==> src/rtl/fc_pkg.sv <==
// Shared definitions for the FC-layer output stage.
// Holds the argmax FSM state encoding and the default score width / class count
// used by the FC accumulator path.
package fc_pkg;

    typedef enum logic [1:0] {
        IDLE = 2'd0,
        SCAN = 2'd1,
        DONE = 2'd2
    } fc_state_t;

    localparam int FC_DATA_W      = 16;
    localparam int FC_NUM_CLASSES = 10;

endpackage

==> src/rtl/argmax_cmp.sv <==
// Strict greater-than comparator (gt = a > b), signed or unsigned by parameter.
// Latency: purely combinational. Backpressure: none, no handshake.
// Ports: a, b - DATA_W operands; gt - 1 when a is strictly greater than b.
module argmax_cmp #(
    parameter int DATA_W = 16,
    parameter int SIGNED = 1
) (
    input  logic [DATA_W-1:0] a,
    input  logic [DATA_W-1:0] b,
    output logic              gt
);

    generate
        if (SIGNED != 0) begin : g_signed
            assign gt = $signed(a) > $signed(b);
        end else begin : g_unsigned
            assign gt = a > b;
        end
    endgenerate

endmodule

==> src/rtl/argmax_stream.sv <==
// Streaming argmax: scans NUM_CLASSES scores, reports max/index, runner-up index and margin.
// Latency: done pulses the cycle after the last score is accepted; results are valid during it.
// Backpressure: in_ready is high only while scanning; in_valid low stalls without state change.
// Ports: clk/reset (async, active-high); enable starts a frame from IDLE;
//        in_valid/in_data/in_ready score stream; busy, done status;
//        result/max_value (argmax), result2 (runner-up index), margin (max - runner-up).
module argmax_stream
    import fc_pkg::*;
#(
    parameter int DATA_W      = FC_DATA_W,
    parameter int NUM_CLASSES = FC_NUM_CLASSES,
    parameter int IDX_W       = $clog2(NUM_CLASSES),
    parameter int SIGNED      = 1
) (
    input  logic              clk,
    input  logic              reset,
    input  logic              enable,
    input  logic              in_valid,
    input  logic [DATA_W-1:0] in_data,
    output logic              in_ready,
    output logic              busy,
    output logic              done,
    output logic [IDX_W-1:0]  result,
    output logic [DATA_W-1:0] max_value,
    output logic [IDX_W-1:0]  result2,
    output logic [DATA_W-1:0] margin
);

    fc_state_t state, state_nxt;

    logic [IDX_W-1:0]  cnt;
    logic [DATA_W-1:0] max_r, run_r;
    logic [IDX_W-1:0]  imax_r, irun_r;

    logic [DATA_W-1:0] max_nxt, run_nxt;
    logic [IDX_W-1:0]  imax_nxt, irun_nxt;
    logic [DATA_W:0]   diff_nxt;

    logic accept, last, gt_max, gt_run;

    assign accept   = (state == SCAN) && in_valid;
    assign last     = (cnt == IDX_W'(NUM_CLASSES - 1));
    // One extra bit so the difference is exact before truncation; max >= runner-up keeps it in range.
    assign diff_nxt = {1'b0, max_nxt} - {1'b0, run_nxt};

    argmax_cmp #(.DATA_W(DATA_W), .SIGNED(SIGNED)) u_cmp_max (
        .a  (in_data),
        .b  (max_r),
        .gt (gt_max)
    );

    argmax_cmp #(.DATA_W(DATA_W), .SIGNED(SIGNED)) u_cmp_run (
        .a  (in_data),
        .b  (run_r),
        .gt (gt_run)
    );

    // State register
    always_ff @(posedge clk or posedge reset) begin
        if (reset) state <= IDLE;
        else       state <= state_nxt;
    end

    // Next-state logic
    always_comb begin
        state_nxt = state;
        case (state)
            IDLE:    if (enable) state_nxt = SCAN;
            SCAN:    if (accept && last) state_nxt = DONE;
            DONE:    state_nxt = IDLE;
            default: state_nxt = IDLE;
        endcase
    end

    // Output decode
    always_comb begin
        in_ready = 1'b0;
        busy     = 1'b0;
        done     = 1'b0;
        case (state)
            SCAN:    begin in_ready = 1'b1; busy = 1'b1; end
            DONE:    done = 1'b1;
            default: ;
        endcase
    end

    // Tracking update for the element being accepted. Strict compares keep the
    // lowest index on ties. At index 1 the runner-up register still holds stale
    // data, so the element becomes runner-up without comparing against it.
    always_comb begin
        max_nxt  = max_r;
        imax_nxt = imax_r;
        run_nxt  = run_r;
        irun_nxt = irun_r;
        if (cnt == '0) begin
            max_nxt  = in_data;
            imax_nxt = '0;
        end else if (gt_max) begin
            run_nxt  = max_r;
            irun_nxt = imax_r;
            max_nxt  = in_data;
            imax_nxt = cnt;
        end else if ((cnt == IDX_W'(1)) || gt_run) begin
            run_nxt  = in_data;
            irun_nxt = cnt;
        end
    end

    // Datapath. Result registers load on the edge that enters DONE, so they
    // already show the new frame while done is high, and hold afterwards.
    always_ff @(posedge clk or posedge reset) begin
        if (reset) begin
            cnt       <= '0;
            max_r     <= '0;
            imax_r    <= '0;
            run_r     <= '0;
            irun_r    <= '0;
            result    <= '0;
            max_value <= '0;
            result2   <= '0;
            margin    <= '0;
        end else begin
            if (state == IDLE && enable) begin
                cnt <= '0;
            end else if (accept && !last) begin
                cnt <= cnt + 1'b1;
            end
            if (accept) begin
                max_r  <= max_nxt;
                imax_r <= imax_nxt;
                run_r  <= run_nxt;
                irun_r <= irun_nxt;
                if (last) begin
                    result    <= imax_nxt;
                    max_value <= max_nxt;
                    result2   <= irun_nxt;
                    margin    <= diff_nxt[DATA_W-1:0];
                end
            end
        end
    end

endmodule

==> config.mk <==
export PLATFORM = sky130hd
export DESIGN_NAME = argmax_stream
export DESIGN_NICKNAME = d
export VERILOG_FILES = /design/src/rtl/fc_pkg.sv /design/src/rtl/argmax_cmp.sv /design/src/rtl/argmax_stream.sv
export SDC_FILE = /design/constraint.sdc
export NUM_CORES = 1
export LEC_CHECK = 0
export BUFFER_PORTS_ARGS = -buffer_cell sky130_fd_sc_hd__buf_2
export CORE_AREA = 2 2 108 110
export DETAILED_ROUTE_END_ITERATION = 10
export DIE_AREA = 0 0 110 112
export PLACE_DENSITY = 0.7
export SKIP_LAST_GASP = 1
export SYNTH_ARGS = -nofsm -noshare
export SYNTH_HDL_FRONTEND = slang
export SYNTH_HIERARCHICAL = 1
export SYNTH_SLANG_ARGS = --single-unit
==> constraint.sdc <==
create_clock -name clk -period 6.7 [get_ports clk]
set_input_delay 0.67 -clock clk [delete_from_list [all_inputs] [get_ports clk]]
set_output_delay 0.67 -clock clk [all_outputs]
set_load 0.02 [all_outputs]
==> impl_results.md <==
- Hold-fix buffers at CTS: 0
- Gr ovfl total: 0
- Sequential area share after synthesis: 38.4%
- WS Path Type: register to register
- Die Width: between 100 and 150 um
- Largest family of logic cells by synthesized area: compound AO/OA/AOI/OAI gates
- Final Hold Vio Count: 0
- Post-Syn Nets: slightly above 700
- CP Launch Point: run_r[7]$_DFFE_PP0P_
- Most frequent cells after synthesis: nand2_1 (91), dfrtp_1 (86), o21ai_0 (67)
- Drt pass-1 iters: 5
- Hold depth: 2
- Final core utilization: 57.1%
- Area growth syn-to-layout: 13.6%
- First-pass GRT wire length: 23100 um
- Post-cts resize count: 0
- Post-synth top area share: 38.4%
- TritonCTS clock tree: built
- Slew @ Worst Pin: 1.13 ns
- Dpl cells: around 820
- Critical Path End Type: register
- Initial cell density of the core: 50.2%
- EDFF count, synth: 0
- Post-Synthesis Cell Area: 0.00561 mm^2
- Synth Area in Compound Gates: 20.7%
- Fillers: 1030
- Max Slew Vio Count: 0
- Status: completed
- DRT antenna net count: 0
- Setup TNS: 0 ns
- Clk_lat worst skew: 0.36 ns
- Slew headroom: 24.4%
- Origin of the worst min-delay path: max_value[6]$_DFFE_PP0P_
- RR Startpoint: run_r[7]$_DFFE_PP0P_
- DRC Markers: 0
- Layout cell share with drive strength beyond 1: 17.2%
- Endpoints failing setup: 0
- Ys flop type: dfrtp_1
- Postcts setup bufs: 0
- NumNets Final: 759
- Die H: roughly 110 um
- Hpwl dp: 9970 um
- Synth area leader: dfrtp_1
- Via density: 5.78
- Clk sink count: 86
- Synth unique cells: 63
- CTS H-tree depth: 3
- I/O pins: 63
- Ys Warns: 6
- Max_cap viols: 0
- Worst Hold End: max_value[6]$_DFFE_PP0P_
- Non-Filler Instances: 841
- Worst setup SP type: register
- Largest net degree at the start of global routing: 87
- Critical Path AT: 5.91 ns
- First DRT Iteration DRCs: 288
- Initial antenna violation count: 1
- Synth Area in XOR/XNOR: 2.65%
- Die Area: 0.0123 mm^2
- Most common cell in the synthesized netlist: nand2_1
- Post-synthesis register bit count: 86
- Post-Syn Area per Cell: approximately 9 um^2
- Clock transition at path regs: ~0.060 ns
- CTS Buf Count: 9
- R2R depth: 19
- RSZ-0062 raised after global routing: false
- CP Max Fanout: 13
- Hold Path Class: register to register
- Fmax: 176 MHz
- WP data required: a little under 7 ns
- Simple-gate portion of the synthesized area: around 15%
- Final Critical Period: 5.67 ns
- All-layer global routing usage: between 20% and 30%
- GPL Wtd Cong: 0.944
- Critical R2R Capture: margin[15]$_DFFE_PP0P_
- Vias in the first global route: 4651
- Post-synthesis cell count: 640
- Reg2reg setup slack: slightly above 1 ns
- CTS max path bufs: 2
- PortBufs: 62
- Num rows: 39
- Synth async-reset ratio: 100%
- Crit share post-route: 84.7%
- Root cell of the clock tree: clkbuf_16
- Dominant cells by area after synthesis: dfrtp_1 (38%), ha_1 (10%), nand2_1 (6.1%)
- Core area: 0.0112 mm^2
- Via count: 4860
- Post-synthesis mux area share: about 5.4%
- WL/cell: 16.6 um
- DRT Wirelength: 14000 um
- Final clock skew: around 0.0074 ns
- Synth Area in Adders: 11.0%
## placed cells by master, fill, tap and decap left out, types with 5 or more instances in the layout
cell type / count
and3_1: 8
ha_1: 46
buf_2: 62
nand2b_1: 5
mux2_2: 8
a21o_1: 9
buf_4: 12
a31oi_1: 5
nor2_1: 19
mux2i_1: 20
o22ai_1: 13
xnor2_1: 8
nand2_1: 91
o21ai_0: 67
xor2_1: 9
dfrtp_1: 86
inv_1: 59
clkbuf_16: 9
o31ai_1: 8
a21oi_1: 40
nand4_1: 8
nor2b_1: 10
o21ai_1: 8
or2_2: 5
nor3_1: 11
## layout make-up
class	count	area [um^2]	area share, %
Multi-Input combinational cell	460	3100	48.6
Sequential cell	86	2150	33.8
Timing Repair Buffer	74	400	6.28
Clock buffer	11	253	3.96
Inverter	61	230	3.61
Tap cell	143	179	2.81
Clock inverter	5	57.6	0.903
Antenna cell	1	2.50	0.0392
## per-layer routing
metal	part of all wire, %	track usage, %	vias up
li1	-	-	2354
met1	46	32.3	2339
met2	47	37.0	136
met3	4.2	3.92	31
met4	3.0	13.1	0
met5	0	0	-
## kinds of logic after synthesis
kind of cell               count (synthesis)
muxes                                     29
DFF                                       86
adders and majority gates                 49
and+or+nand+nor                          178
buffers and inverters                     94
xor gates and xnor gates                  17
AOI/OAI and AO/OA                        187
## flip-flops by register name (all words and copies together), names as in the netlist
register and cells:
cnt 4, imax_r 4, irun_r 4, margin 16, max_r 16, max_value 16
result 4, result2 4, run_r 16, state 2
## metrics by stage
| step | instance area, um^2 | hold WS (ns) | setup slack (ns) |
|---|---|---|---|
| floorplan | 5610 | 0.450 | 1.44 |
| CTS | 6370 | 0.473 | 1.13 |
| detailed placement | 6060 | 0.457 | 0.871 |
| global placement | 6060 | 0.452 | 1.02 |
| global route | 6380 | 0.494 | 0.616 |
| finish | 6380 | 0.468 | 1.03 |
## worst max-delay path by stage
stage / slack, ns / cells past startpoint / to
finish: 1.03 / 19 / margin[15]$_DFFE_PP0P_
global placement: 1.02 / 20 / margin[15]$_DFFE_PP0P_
CTS: 1.13 / 19 / margin[15]$_DFFE_PP0P_
detailed placement: 0.87 / 20 / margin[15]$_DFFE_PP0P_
floorplan: 1.44 / 19 / margin[14]$_DFFE_PP0P_
global route: 0.62 / 19 / margin[15]$_DFFE_PP0P_
## worst max-delay path, cell delays in order, from the launching register on
cell and delay [ns]:
dfrtp_1 0.48, inv_1 0.08, ha_1 0.32, nand4_1 0.14
a2111o_1 0.40, a31oi_1 0.58, nor2_1 0.12, buf_4 0.23
a21oi_1 0.49, o22ai_1 0.19, ha_1 0.38, o21ai_0 0.22
a21oi_1 0.11, o22ai_1 0.27, maj3_2 0.33, a21oi_2 0.08
o31ai_1 0.47, a31oi_2 0.20, nand4_1 0.15, mux2_1 0.32
Power is left out: the tool's default activity adds up to more than one toggle a clock period on the data nets, which glitch-free logic cannot reach.
